--- config.mk ---
export PLATFORM = sky130hd
export DESIGN_NAME = spi_slave_mem
export DESIGN_NICKNAME = d
export VERILOG_FILES = /design/src/rtl/spi_slave_mem.sv
export SDC_FILE = /design/constraint.sdc
export NUM_CORES = 1
export LEC_CHECK = 0
export ABC_CLOCK_PERIOD_IN_PS = 5700
export CAP_MARGIN = 20
export CORE_ASPECT_RATIO = 0.75
export CORE_UTILIZATION = 57
export CTS_CLUSTER_DIAMETER = 60
export DETAILED_ROUTE_END_ITERATION = 6
export PLACE_DENSITY = 0.84
export SETUP_SLACK_MARGIN = 0.4
export SLEW_MARGIN = 25
export SYNTH_ARGS = -nofsm -noshare
export SYNTH_HDL_FRONTEND = slang
export SYNTH_SLANG_ARGS = --single-unit
--- constraint.sdc ---
create_clock -name pclk_i -period 5.7 [get_ports pclk_i]
set_input_delay 1.14 -clock pclk_i [delete_from_list [all_inputs] [get_ports pclk_i]]
set_output_delay 1.14 -clock pclk_i [all_outputs]
set_load 0.05 [all_outputs]
--- src/rtl/spi_slave_mem.sv ---
// rtl/spi_slave_mem.sv - SPI mode-0 slave giving read/write access to a small register file
module spi_slave_mem #(
    parameter int DATA_WIDTH = 8,
    parameter int MEM_DEPTH  = 16
) (
    input  logic                  pclk_i,
    input  logic                  prst_i,
    input  logic                  sclk_i,
    input  logic                  ssel_i,
    input  logic                  mosi_i,
    output logic                  miso_o,
    output logic                  wr_valid_o,
    output logic [6:0]            wr_addr_o,
    output logic [DATA_WIDTH-1:0] wr_data_o,
    output logic                  frame_err_o
);

    localparam int MAXW = (DATA_WIDTH > 8) ? DATA_WIDTH : 8;
    localparam int CW   = $clog2(MAXW) + 1;
    localparam int AW   = (MEM_DEPTH > 1) ? $clog2(MEM_DEPTH) : 1;

    typedef enum logic [1:0] {IDLE, CMD, DATA, HOLD} state_t;

    logic [1:0]            sclk_ff, ssel_ff, mosi_ff;
    logic                  sclk_d, ssel_d;
    logic                  sclk_s, ssel_s, mosi_s;
    logic                  sclk_rise, sclk_fall, ssel_fall;
    state_t                state_q, state_d;
    logic [CW-1:0]         bit_cnt;
    logic [7:0]            cmd_sr, cmd_q, cmd_next;
    logic [DATA_WIDTH-1:0] rx_sr, tx_sr, rx_next, rd_word;
    logic [DATA_WIDTH-1:0] mem [MEM_DEPTH];
    logic                  cmd_last, data_last, abort;
    logic                  next_in_range, cur_in_range;

    assign sclk_s    = sclk_ff[1];
    assign ssel_s    = ssel_ff[1];
    assign mosi_s    = mosi_ff[1];
    assign sclk_rise = sclk_s & ~sclk_d;
    assign sclk_fall = ~sclk_s & sclk_d;
    assign ssel_fall = ~ssel_s & ssel_d;

    assign cmd_next      = (cmd_sr << 1) | {7'd0, mosi_s};
    assign rx_next       = (rx_sr << 1) | DATA_WIDTH'(mosi_s);
    assign next_in_range = {1'b0, cmd_next[6:0]} < 8'(MEM_DEPTH);
    assign cur_in_range  = {1'b0, cmd_q[6:0]} < 8'(MEM_DEPTH);
    // Read data is fetched as the command completes so the MSB is ready for the first falling edge.
    assign rd_word       = (!cmd_next[7] && next_in_range) ? mem[cmd_next[AW-1:0]] : '0;
    assign cmd_last      = sclk_rise && (bit_cnt == CW'(7));
    assign data_last     = sclk_rise && (bit_cnt == CW'(DATA_WIDTH - 1));

    always_ff @(posedge pclk_i or negedge prst_i) begin
        if (!prst_i) begin
            sclk_ff <= 2'b00;
            ssel_ff <= 2'b11;
            mosi_ff <= 2'b00;
            sclk_d  <= 1'b0;
            ssel_d  <= 1'b1;
        end else begin
            sclk_ff <= {sclk_ff[0], sclk_i};
            ssel_ff <= {ssel_ff[0], ssel_i};
            mosi_ff <= {mosi_ff[0], mosi_i};
            sclk_d  <= sclk_s;
            ssel_d  <= ssel_s;
        end
    end

    always_ff @(posedge pclk_i or negedge prst_i) begin
        if (!prst_i) state_q <= IDLE;
        else         state_q <= state_d;
    end

    // A deselect always wins; IDLE ignores sclk, so an sclk edge coinciding with the select edge is dropped.
    always_comb begin
        state_d = state_q;
        abort   = 1'b0;
        if (ssel_s) begin
            state_d = IDLE;
            abort   = (state_q == CMD) || (state_q == DATA);
        end else begin
            case (state_q)
                IDLE:    if (ssel_fall) state_d = CMD;
                CMD:     if (cmd_last)  state_d = DATA;
                DATA:    if (data_last) state_d = HOLD;
                default: state_d = state_q;
            endcase
        end
    end

    always_ff @(posedge pclk_i or negedge prst_i) begin
        if (!prst_i) begin
            bit_cnt     <= '0;
            cmd_sr      <= '0;
            cmd_q       <= '0;
            rx_sr       <= '0;
            tx_sr       <= '0;
            miso_o      <= 1'b0;
            wr_valid_o  <= 1'b0;
            wr_addr_o   <= '0;
            wr_data_o   <= '0;
            frame_err_o <= 1'b0;
            for (int i = 0; i < MEM_DEPTH; i++) mem[i] <= '0;
        end else begin
            wr_valid_o  <= 1'b0;
            frame_err_o <= abort;
            if (ssel_s) begin
                miso_o  <= 1'b0;
                bit_cnt <= '0;
            end else begin
                case (state_q)
                    IDLE: begin
                        if (ssel_fall) begin
                            bit_cnt <= '0;
                            cmd_sr  <= '0;
                        end
                    end
                    CMD: begin
                        miso_o <= 1'b0;
                        if (sclk_rise) begin
                            cmd_sr <= cmd_next;
                            if (cmd_last) begin
                                cmd_q   <= cmd_next;
                                bit_cnt <= '0;
                                tx_sr   <= rd_word;
                                rx_sr   <= '0;
                            end else begin
                                bit_cnt <= bit_cnt + CW'(1);
                            end
                        end
                    end
                    DATA: begin
                        if (sclk_fall) begin
                            miso_o <= tx_sr[DATA_WIDTH-1];
                            tx_sr  <= tx_sr << 1;
                        end
                        if (sclk_rise) begin
                            rx_sr   <= rx_next;
                            bit_cnt <= bit_cnt + CW'(1);
                            if (data_last && cmd_q[7] && cur_in_range) begin
                                mem[cmd_q[AW-1:0]] <= rx_next;
                                wr_valid_o         <= 1'b1;
                                wr_addr_o          <= cmd_q[6:0];
                                wr_data_o          <= rx_next;
                            end
                        end
                    end
                    HOLD: miso_o <= 1'b0;
                endcase
            end
        end
    end

endmodule
==> results.md <==
* Fin Setup TNS at 0 ns
* Syn Inst Count at ~600
* Setup Buffers After CTS at 0
* Max incr delay on CP at roughly 0.61 ns
* NetSw at between 0.7 and 0.8 mW
* Slew HR at 30.37%
* CP Max Fanout at 31
* Rows at 38
* DR vias at between 4000 and 5000
* Launching point of the worst reg2reg path: state_q[0]$_DFFE_PN0P_
* DP Worst Slack at between 2 and 3 ns
* Post-synth ARST share at between 90% and 100%
* Worst setup path end: mem[77]$_DFFE_PN0P_
* Chip height at ~110 um
* Layout cells sized above 1 at between 30% and 40%
* CP cell instances: inv_1, ha_1, nand4bb_2, buf_4, nor3_2, mux2_2
* Clock-pin slew on the worst setup and hold paths at 0.07 ns
* Area Overhead vs Synth at 10.51%
* Time the worst path needs with I/O delays and setup at between 2 and 3 ns
* Vias per cell at between 6 and 7
* Post_cts resized at 0
* Critical path's slowest cell: ha_1
* Crit end category: flip-flop
* TritonCTS clock tree: built
* Max-slew violations at 0
* Gp weighted congestion at around 0.81
* Cell internal pwr at 2.173 mW
* PortBufs at 22
* Clock Skew at between 0.01 and 0.015 ns
* Worst min path class: reg2reg
* Fin worst setup slack at between 2 and 3 ns
* Critical Path Source: state_q[0]$_DFFE_PN0P_
* Post-Syn Area at ~8600 um2
* RSZ-0062 raised after global routing: no
* Static leakage at 4.469 nW
* First-pass iteration count of the detailed router at 5
* Die area at between 15000 and 20000 um2
* Initial core utilization at roughly three fifths
* Yosys cell types at 46
* First-pass GRT wire length at approximately 29 mm
* Clock sink count at between 150 and 200
* Part of the cycle the worst path needs at 48.99%
* # hold bufs at CTS at 0
* Wire per inst at ~22 um
* Synth Area per Inst at roughly 14 um2
* Cts bufs inserted at 17
* Hpwl dp at approximately 12 mm
* # diodes at 0
* Status: complete, no violations
* Maximum vdd drop at 0.1874 mV
* Clock power share at between 40% and 50%
* Antenna Nets Post-Route at 0
* CP Data Required Time at 6.01 ns
* 1st-iter DRT viols at 408
* Gr usage total at approximately a quarter
* Final Cell Area at 9528 um2
* Commonest non-fill, non-tap cells in the layout: dfrtp_1, mux2_2, nand2_1, mux4_2, clkdlybuf4s50_1
* Setup violators final at 0
* Synth Net Count at 613
* Core ar. at between 10000 and 15000 um2
* Later-pin clock latency in the skew report at ~0.44 ns
* Die W at around 140 um
* CTS Buffer Depth at 2
* Cells on worst reg2reg path at 6
* Routed wire length at 18.05 mm
* FF-to-FF End: mem[77]$_DFFE_PN0P_
* Initial antenna violation count at 0
* Most common cell after layout, fill and taps aside: dfrtp_1
* Seq cells post-synth at 190
* Vias in the first global route at approximately 5000
* Pwr/cell area at approximately 310 nW/um2
* Post-synth EDFFs at 0
* DRC viols at 0
* Post-layout util at between 60% and 70%
* Crit start category: flip-flop
* Final Hold Vio Count at 0
* WL met3 at between 1 and 1.5 mm
* M1 wire length at about 8.1 mm
* # nets final at between 600 and 700
* WS Path Type: reg2reg
* Worst-Margin Slew at 1.044 ns
* H-tree Lvls at 4
* Placed cell area at approximately 9000 um2
* Non-filler cells in the finished layout at around 820
* Highest routing layer actually used: met4
* Ports at 23
* Switching Fraction at 25.62%
* GRT overflow at 0
* Fmax at approximately 0.36 GHz
* Wire length on met2 at roughly 8.5 mm
* Sequential share of power at between 40% and 50%
* Comb power frac at under 10%
* Max-Cap Viols at 0
* Flop-to-flop setup slack at ~2.9 ns
* Post-synth top flop: dfrtp_1
* CP arrival at 3.11 ns
* Placed Instances at 783
* Register area share after synthesis at 55.19%
* Synth warnings at 0
* Clk root buf: clkbuf_16
* Pin count of the biggest net entering global routing at just under 100
state kept, by name, summed over array words and instances, names as in the netlist:
signal	flops
mosi_ff	2
state_q	2
cmd_sr	7
ssel_d	1
rx_sr	7
frame_err_o	1
wr_valid_o	1
bit_cnt	4
tx_sr	8
sclk_d	1
ssel_ff	2
miso_o	1
sclk_ff	2
cmd_q	8
wr_addr_o	7
mem	128
wr_data_o	8
cell families after synthesis:
family                   share of synthesized area [%]
adder cells (fa/ha/maj)                         0.7256
multiplexers                                     28.94
buffers and inverters                            2.714
AO/OA/AOI/OAI                                    3.120
AND/OR/NAND/NOR                                  9.317
flip-flops                                       55.19
cell usage after synthesis, types with 5 or more instances:
library cell	instances	area, um2
mux2i_1	19	190.2
mux2_4	8	120.1
clkbuf_1	34	127.6
o21ai_0	20	100.1
nand2b_1	7	43.79
nand2_1	70	262.8
o221ai_1	7	61.31
nor2_1	6	22.52
dfrtp_1	187	4679
ha_1	5	62.56
mux4_2	32	720.7
mux2_2	130	1464
a22oi_1	7	52.55
nor3_4	11	178.9
metrics by stage:
stage | power [mW] | hold slack (ns)
after floorplan | 1.636 | 0.3312
after global placement | 1.713 | 0.3375
after detailed placement | 1.727 | 0.3395
after CTS | 2.933 | 0.3548
after global routing | 3.029 | 0.3578
final | 2.922 | 0.3559
worst max-delay path: cells and delay by family, from the launching register on:
family / cells / cell delay [ns]
adders and majority gates: 1 / 0.61
buffers and inverters: 2 / 0.42
muxes: 1 / 0.42
DFF: 1 / 0.41
and+or+nand+nor: 2 / 0.78
metal layers:
layer  global-route usage, %  up-vias
met4                   7.751        0
met5                       0        -
met2                   39.92      152
met3                   6.333       25
met1                   37.56     2633
li1                        -     2180
how the worst min path moves through the flow:
stage | startpoint | to | cells past startpoint | slack [ns]
2_1_floorplan | mosi_ff[0]$_DFF_PN0_ | mosi_ff[1]$_DFF_PN0_ | 0 | 0.33
3_3_place_gp | mosi_ff[0]$_DFF_PN0_ | mosi_ff[1]$_DFF_PN0_ | 0 | 0.34
3_5_place_dp | mosi_ff[0]$_DFF_PN0_ | mosi_ff[1]$_DFF_PN0_ | 0 | 0.34
4_1_cts | mosi_ff[0]$_DFF_PN0_ | mosi_ff[1]$_DFF_PN0_ | 0 | 0.35
5_1_grt | ssel_ff[0]$_DFF_PN1_ | ssel_ff[1]$_DFF_PN1_ | 0 | 0.36
6_report | mosi_ff[0]$_DFF_PN0_ | mosi_ff[1]$_DFF_PN0_ | 0 | 0.36
power by group through the flow:
stage	registers (mW)	logic, mW	clock network [mW]
finish	1.44	0.261	1.22
detailed placement	1.47	0.259	0
floorplan	1.42	0.218	0
global placement	1.46	0.249	0
global route	1.45	0.287	1.29
CTS	1.44	0.262	1.23
layout make-up:
| type | instances | area, um2 |
|---|---|---|
| clock buffers | 21 | 480.5 |
| clock inverters | 11 | 131.4 |
| fillers | 978 | 5069 |
| inverters | 2 | 7.507 |
| multi-input cells | 365 | 3635 |
| flip-flops and latches | 190 | 4760 |
| well taps | 200 | 250.2 |
| repair buffers | 26 | 264.0 |
(Power assumes the default switching activity.)
